<file path="config.mk">
export PLATFORM = sky130hd
export DESIGN_NAME = fft_scale_ctrl_flat
export DESIGN_NICKNAME = d
export VERILOG_FILES = /design/src/rtl/fft_scale_ctrl_if.sv /design/src/rtl/fft_scale_ctrl.sv /design/src/flat_wrapper.sv
export SDC_FILE = /design/constraint.sdc
export NUM_CORES = 1
export LEC_CHECK = 0
export ABC_AREA = 1
export CAP_MARGIN = 10
export CORE_ASPECT_RATIO = 1.1
export CORE_MARGIN = 2
export CORE_UTILIZATION = 46
export DETAILED_ROUTE_END_ITERATION = 6
export PLACE_DENSITY = 0.86
export SLEW_MARGIN = 10
export SYNTH_ARGS = -nofsm -noshare
export SYNTH_HDL_FRONTEND = slang
export SYNTH_SLANG_ARGS = --single-unit
</file>
<file path="constraint.sdc">
create_clock -name clk -period 2.1 [get_ports clk]
set_input_delay 0.42 -clock clk [delete_from_list [all_inputs] [get_ports clk]]
set_output_delay 0.42 -clock clk [all_outputs]
set_load 0.02 [all_outputs]
</file>
<file path="src/rtl/fft_scale_ctrl_if.sv">
// Handshake and status bundle between the FFT datapath and its
// block-floating-point scaling controller.
interface fft_scale_ctrl_if #(
  parameter int WIDTH = 14,
  parameter int LOG2N = 6,
  parameter int EXP_W = 4
);
  logic                    start;
  logic                    in_valid;
  logic signed [WIDTH:0]   in_re;
  logic signed [WIDTH:0]   in_im;
  logic                    scale_en;
  logic [LOG2N-1:0]        stage_idx;
  logic                    stage_done;
  logic                    busy;
  logic                    done;
  logic [EXP_W-1:0]        exponent;
  logic                    proto_err;

  // Datapath side: launches transforms and streams butterfly outputs.
  modport master (
    output start, in_valid, in_re, in_im,
    input  scale_en, stage_idx, stage_done, busy, done, exponent, proto_err
  );

  // Controller side.
  modport slave (
    input  start, in_valid, in_re, in_im,
    output scale_en, stage_idx, stage_done, busy, done, exponent, proto_err
  );
endinterface

</file>
<file path="src/rtl/fft_scale_ctrl.sv">
// Block-floating-point scaling controller: walks one FFT transform stage by
// stage, watches the pre-rounding butterfly outputs for headroom loss and
// decides whether the next stage's rounding halves its values. The number of
// halved stages is accumulated as the block exponent.
module fft_scale_ctrl #(
  parameter int WIDTH       = 14,
  parameter int LOG2N       = 6,
  parameter int EXP_W       = 4,
  parameter bit FIRST_SCALE = 1'b1
) (
  input  logic             clk,
  input  logic             rst,
  fft_scale_ctrl_if.slave  bus
);

  typedef enum logic [1:0] {
    ST_IDLE      = 2'd0,
    ST_RUN       = 2'd1,
    ST_STAGE_END = 2'd2,
    ST_DONE      = 2'd3
  } state_t;

  localparam logic [LOG2N-1:0] CNT_LAST   = {LOG2N{1'b1}};
  localparam logic [LOG2N-1:0] STAGE_LAST = LOG2N'(LOG2N - 1);
  localparam int               HOT_LIM    = 2 ** (WIDTH - 2);
  // A value is "hot" when its top three bits disagree, i.e. it has left the
  // range [-2^(WIDTH-2), 2^(WIDTH-2)-1]; expressed as a signed range test.
  localparam logic signed [WIDTH:0] HOT_POS = (WIDTH + 1)'(HOT_LIM);
  localparam logic signed [WIDTH:0] HOT_NEG = (WIDTH + 1)'(-HOT_LIM);

  function automatic logic is_hot(input logic signed [WIDTH:0] x);
    return (x >= HOT_POS) || (x < HOT_NEG);
  endfunction

  state_t             state_r;
  state_t             state_nxt_s;
  logic [LOG2N-1:0]   cnt_r;
  logic [LOG2N-1:0]   stage_r;
  logic               hot_r;
  logic               scale_r;
  logic [EXP_W-1:0]   exp_r;
  logic               perr_r;
  logic               busy_r;
  logic               stage_done_r;
  logic               done_r;

  logic               start_ok_s;
  logic               take_s;
  logic               proto_hit_s;
  logic               sample_hot_s;

  // Next-state decode plus per-cycle qualifiers (accepted start, counted
  // sample, sample arriving while no stage is collecting).
  always_comb begin
    state_nxt_s  = state_r;
    start_ok_s   = 1'b0;
    take_s       = 1'b0;
    proto_hit_s  = 1'b0;
    sample_hot_s = is_hot(bus.in_re) || is_hot(bus.in_im);
    case (state_r)
      ST_IDLE: begin
        proto_hit_s = bus.in_valid;
        if (bus.start) begin
          state_nxt_s = ST_RUN;
          start_ok_s  = 1'b1;
        end else begin
          state_nxt_s = ST_IDLE;
        end
      end
      ST_RUN: begin
        take_s = bus.in_valid;
        if (bus.in_valid && (cnt_r == CNT_LAST)) begin
          state_nxt_s = ST_STAGE_END;
        end else begin
          state_nxt_s = ST_RUN;
        end
      end
      ST_STAGE_END: begin
        proto_hit_s = bus.in_valid;
        if (stage_r == STAGE_LAST) begin
          state_nxt_s = ST_DONE;
        end else begin
          state_nxt_s = ST_RUN;
        end
      end
      ST_DONE: begin
        proto_hit_s = bus.in_valid;
        state_nxt_s = ST_IDLE;
      end
      default: begin
        state_nxt_s = ST_IDLE;
      end
    endcase
  end

  // State register.
  always_ff @(posedge clk) begin
    if (rst) begin
      state_r <= ST_IDLE;
    end else begin
      state_r <= state_nxt_s;
    end
  end

  // Stage bookkeeping: sample count, sticky hot flag, scale decision,
  // stage index and accumulated exponent.
  always_ff @(posedge clk) begin
    if (rst) begin
      cnt_r   <= {LOG2N{1'b0}};
      stage_r <= {LOG2N{1'b0}};
      hot_r   <= 1'b0;
      scale_r <= 1'b0;
      exp_r   <= {EXP_W{1'b0}};
    end else if (start_ok_s) begin
      cnt_r   <= {LOG2N{1'b0}};
      stage_r <= {LOG2N{1'b0}};
      hot_r   <= 1'b0;
      scale_r <= FIRST_SCALE;
      exp_r   <= {EXP_W{1'b0}};
    end else if (take_s) begin
      // Count wraps from N-1 back to 0 on the stage's last sample.
      cnt_r <= cnt_r + LOG2N'(1);
      hot_r <= hot_r | sample_hot_s;
    end else if (state_r == ST_STAGE_END) begin
      // EXP_W is sized so this sum cannot wrap over a full transform.
      exp_r <= exp_r + {{(EXP_W - 1){1'b0}}, scale_r};
      if (stage_r != STAGE_LAST) begin
        stage_r <= stage_r + LOG2N'(1);
        scale_r <= hot_r;
        hot_r   <= 1'b0;
      end else begin
        // Final stage: decisions and index stay visible until next start.
        stage_r <= stage_r;
        scale_r <= scale_r;
        hot_r   <= hot_r;
      end
    end else begin
      cnt_r   <= cnt_r;
      stage_r <= stage_r;
      hot_r   <= hot_r;
      scale_r <= scale_r;
      exp_r   <= exp_r;
    end
  end

  // Sticky protocol error: set by a sample outside RUN, cleared by a start.
  always_ff @(posedge clk) begin
    if (rst) begin
      perr_r <= 1'b0;
    end else if (start_ok_s) begin
      perr_r <= 1'b0;
    end else if (proto_hit_s) begin
      perr_r <= 1'b1;
    end else begin
      perr_r <= perr_r;
    end
  end

  // Status flags registered from the next state so they line up with it.
  always_ff @(posedge clk) begin
    if (rst) begin
      busy_r       <= 1'b0;
      stage_done_r <= 1'b0;
      done_r       <= 1'b0;
    end else begin
      busy_r       <= (state_nxt_s == ST_RUN) || (state_nxt_s == ST_STAGE_END);
      stage_done_r <= (state_nxt_s == ST_STAGE_END);
      done_r       <= (state_nxt_s == ST_DONE);
    end
  end

  assign bus.scale_en   = scale_r;
  assign bus.stage_idx  = stage_r;
  assign bus.stage_done = stage_done_r;
  assign bus.busy       = busy_r;
  assign bus.done       = done_r;
  assign bus.exponent   = exp_r;
  assign bus.proto_err  = perr_r;

endmodule

</file>
<file path="src/flat_wrapper.sv">
// flat-port wrapper written by rule: the top's interface ports become plain ports
module fft_scale_ctrl_flat 
#(
  parameter int WIDTH       = 14,
  parameter int LOG2N       = 6,
  parameter int EXP_W       = 4,
  parameter bit FIRST_SCALE = 1'b1
)
  (clk, rst, bus_start, bus_in_valid, bus_in_re, bus_in_im, bus_scale_en, bus_stage_idx, bus_stage_done, bus_busy, bus_done, bus_exponent, bus_proto_err);
  fft_scale_ctrl_if #(.WIDTH(WIDTH), .LOG2N(LOG2N), .EXP_W(EXP_W)) bus_i ();
  input  logic clk;
  input  logic rst;
  input wire logic [$bits(bus_i.start)-1:0] bus_start;
  input wire logic [$bits(bus_i.in_valid)-1:0] bus_in_valid;
  input wire logic [$bits(bus_i.in_re)-1:0] bus_in_re;
  input wire logic [$bits(bus_i.in_im)-1:0] bus_in_im;
  output wire logic [$bits(bus_i.scale_en)-1:0] bus_scale_en;
  output wire logic [$bits(bus_i.stage_idx)-1:0] bus_stage_idx;
  output wire logic [$bits(bus_i.stage_done)-1:0] bus_stage_done;
  output wire logic [$bits(bus_i.busy)-1:0] bus_busy;
  output wire logic [$bits(bus_i.done)-1:0] bus_done;
  output wire logic [$bits(bus_i.exponent)-1:0] bus_exponent;
  output wire logic [$bits(bus_i.proto_err)-1:0] bus_proto_err;
  assign bus_i.start = bus_start;
  assign bus_i.in_valid = bus_in_valid;
  assign bus_i.in_re = bus_in_re;
  assign bus_i.in_im = bus_in_im;
  assign bus_scale_en = bus_i.scale_en;
  assign bus_stage_idx = bus_i.stage_idx;
  assign bus_stage_done = bus_i.stage_done;
  assign bus_busy = bus_i.busy;
  assign bus_done = bus_i.done;
  assign bus_exponent = bus_i.exponent;
  assign bus_proto_err = bus_i.proto_err;
  fft_scale_ctrl #(.WIDTH(WIDTH), .LOG2N(LOG2N), .EXP_W(EXP_W), .FIRST_SCALE(FIRST_SCALE)) u_core (.clk(clk), .rst(rst), .bus(bus_i));
endmodule
</file>
==> results.ini <==
[timing]
hold_ws_ns = 0.484
fin_skew_ns = 0.00619
fin_crit_sh = 0.907
fin_tns_setup_ns = 0
relSlewSlack = 0.811
tightest_slew_ns = 0.283
fmax_ghz = 0.525
rsz0062_at_grt = false
period_needed_ns = 1.91
hold_viol = 0
drv_slew = 0
finalSetupViolCount = 0

[outcome]
status = complete, no violations

[global_routing]
overflow = 0
antenna_found_initial = 0
grt_max_degree = 13
grt_usage = 0.166
first_global_vias = 922
grt_pass1_wl_um = 3860

[layout]
nFillCells = 232
final_cell_mix = nand2_1 (45), clkdlybuf4s50_1 (24), dfxtp_1 (24)
finish.instance_area_um2 = 1540
synthToLayoutAreaGrowth_pct = 25.1
drive_above_1_share = 0.130
nNetsFinal = 236
layout_commonest_cell = nand2_1
diodes = 0

[detailed_routing]
drtIter0Drc = 17
drt_pass1_iterations = 4
num_vias = 1081
vias_per_cell = 4.83
wl_per_cell_um = 9.96
drc = 0
totalWireLength_um = 2230
ant_nets = 0

[logic_synthesis]
synth_nets = 206
yosys_warnings = 0
avgSynthCellArea_um2 = 7.47
ys_ff_latch = 24
synth_area_um2 = 1230
post_synth_num_cell_types = 22
syn_inst = 165
seq_area_frac_synth = 0.390

[floorplan]
die_area_um2 = 3110
start_util = 0.489
core_area_um2 = 2520
dieHeight_um = 58.3
die_w_um = 53.4
rows = 19
ioPinCount = 49

[placement]
dp.final_hpwl_um = 1660
gp_congestion = 0.784
io_buffer_count = 24
placed_area_um2 = 1520

[cts]
clk_pin_slew_worst_paths_ns = 0.13
numCtsBuffers = 3
cts_setup_buffers = 0
hold_buffers = 0
clk_latency_ns = 0.32
cts-root-buf = clkbuf_4
cts_htree_levels = 1
post_cts_resized = 0
clkSinkCount = 24
ctsLongestPathBuffers = 2
cts_tree = done

[power_and_ir_drop]
power.density_nw_per_um2 = 491
peakVddDrop_mv = 0.338
total_power_w = 0.000756
p_leak_nw = 0.607

[critical_path]
cp_max_fo = 7
path_class = reg -> out
slowest_stage = clkdlybuf4s50_1
slowest_delay_ns = 0.66
cp_cell_sequence = clkdlybuf4s50_1
critical_path_buf_inv_count = 1
cp_data_arrival_time_ns = 1.49
required_ns = 1.68
critical-path-top-delay-family = buffers and inverters
worstSetupStartpointType = flop
critPathCaptureType = output port

[flow_run]
cap_violations = 0

[hold_path]
hold_path.class = reg -> reg

-- layer usage --
metal	vias to the layer above	global-route usage	part of all wire
li1	583	-	-
met1	476	0.210	0.48
met2	17	0.275	0.46
met3	5	0.0232	0.034
met4	0	0.0769	0.019
met5	-	0	0
-- cell usage after synthesis --
library cell | number | area [um2]
nand2_1 | 45 | 169
dfxtp_1 | 24 | 480
inv_1 | 17 | 63.8
nor2_1 | 17 | 63.8
a21oi_1 | 14 | 70.1
nand3_1 | 10 | 50.1
ha_1 | 7 | 87.6
nor2_4 | 6 | 67.6
inv_2 | 5 | 18.8
a21oi_2 | 3 | 26.3
nand3_2 | 2 | 20.0
o21ai_0 | 2 | 10.0
o21ai_1 | 2 | 10.0
o21ai_2 | 2 | 17.5
xor2_1 | 2 | 17.5
inv_4 | 1 | 6.26
nand2_2 | 1 | 6.26
nand4_1 | 1 | 6.26
nor2_8 | 1 | 20.0
nor3_1 | 1 | 5.00
o21bai_1 | 1 | 7.51
xnor2_1 | 1 | 8.76
-- metrics by stage --
stage / cells / worst slack (ns) / utilization
floorplan: 165 / 0.536 / -
global placement: 221 / 0.167 / 0.603
detailed placement: 221 / 0.147 / 0.603
CTS: 224 / 0.197 / 0.612
global route: 224 / 0.140 / 0.612
finish: 224 / 0.195 / 0.612
-- worst paths after layout --
| check | startpoint | end | slack [ns] | cells past startpoint |
|---|---|---|---|---|
| max | u_core.bus.stage_idx[2]$_SDFFE_PP0P_ | bus_stage_idx[2] | 0.19 | 1 |
| min | u_core.bus.exponent[2]$_SDFFE_PP0P_ | u_core.bus.exponent[2]$_SDFFE_PP0P_ | 0.48 | 2 |
| max reg2reg | u_core.bus.stage_idx[0]$_SDFFE_PP0P_ | u_core.bus.busy$_SDFF_PP0_ | 0.51 | 7 |
| min reg2reg | u_core.bus.exponent[2]$_SDFFE_PP0P_ | u_core.bus.exponent[2]$_SDFFE_PP0P_ | 0.48 | 2 |
-- sequential cells by signal (all words and copies together), names as in the netlist, 2 cells and up --
| name | count |
|---|---|
| u_core.bus.exponent | 4 |
| u_core.cnt_r | 6 |
| u_core.state_r | 2 |
| u_core.bus.stage_idx | 6 |
-- cells by family (layout without fill, tap and decap cells) --
kind of cell	Yosys count	in the layout	synth area share
compound gates	24	24	0.115
xor+xnor	3	3	0.0213
fa+ha+maj	7	7	0.0711
buf+inv	23	51	0.0721
flops	24	24	0.390
simple gates	84	84	0.331
-- final cells by class --
class,instances,area [um2],share of cell area
Multi-Input combinational cell,118,663,0.430
Timing Repair Buffer,25,248,0.161
Tap cell,31,38.8,0.0252
Sequential cell,24,480,0.312
Inverter,23,88.8,0.0576
Clock buffer,3,22.5,0.0146
-- report_power, final --
group	leakage [nW]	total [W]	internal, W	switching, W
clock	0.0138	0.000203	0.0000672	0.000136
sequential	0.194	0.000468	0.000463	0.00000534
combinational	0.399	0.0000850	0.0000390	0.0000460
No activity file was read; power rests on OpenSTA's default activity.
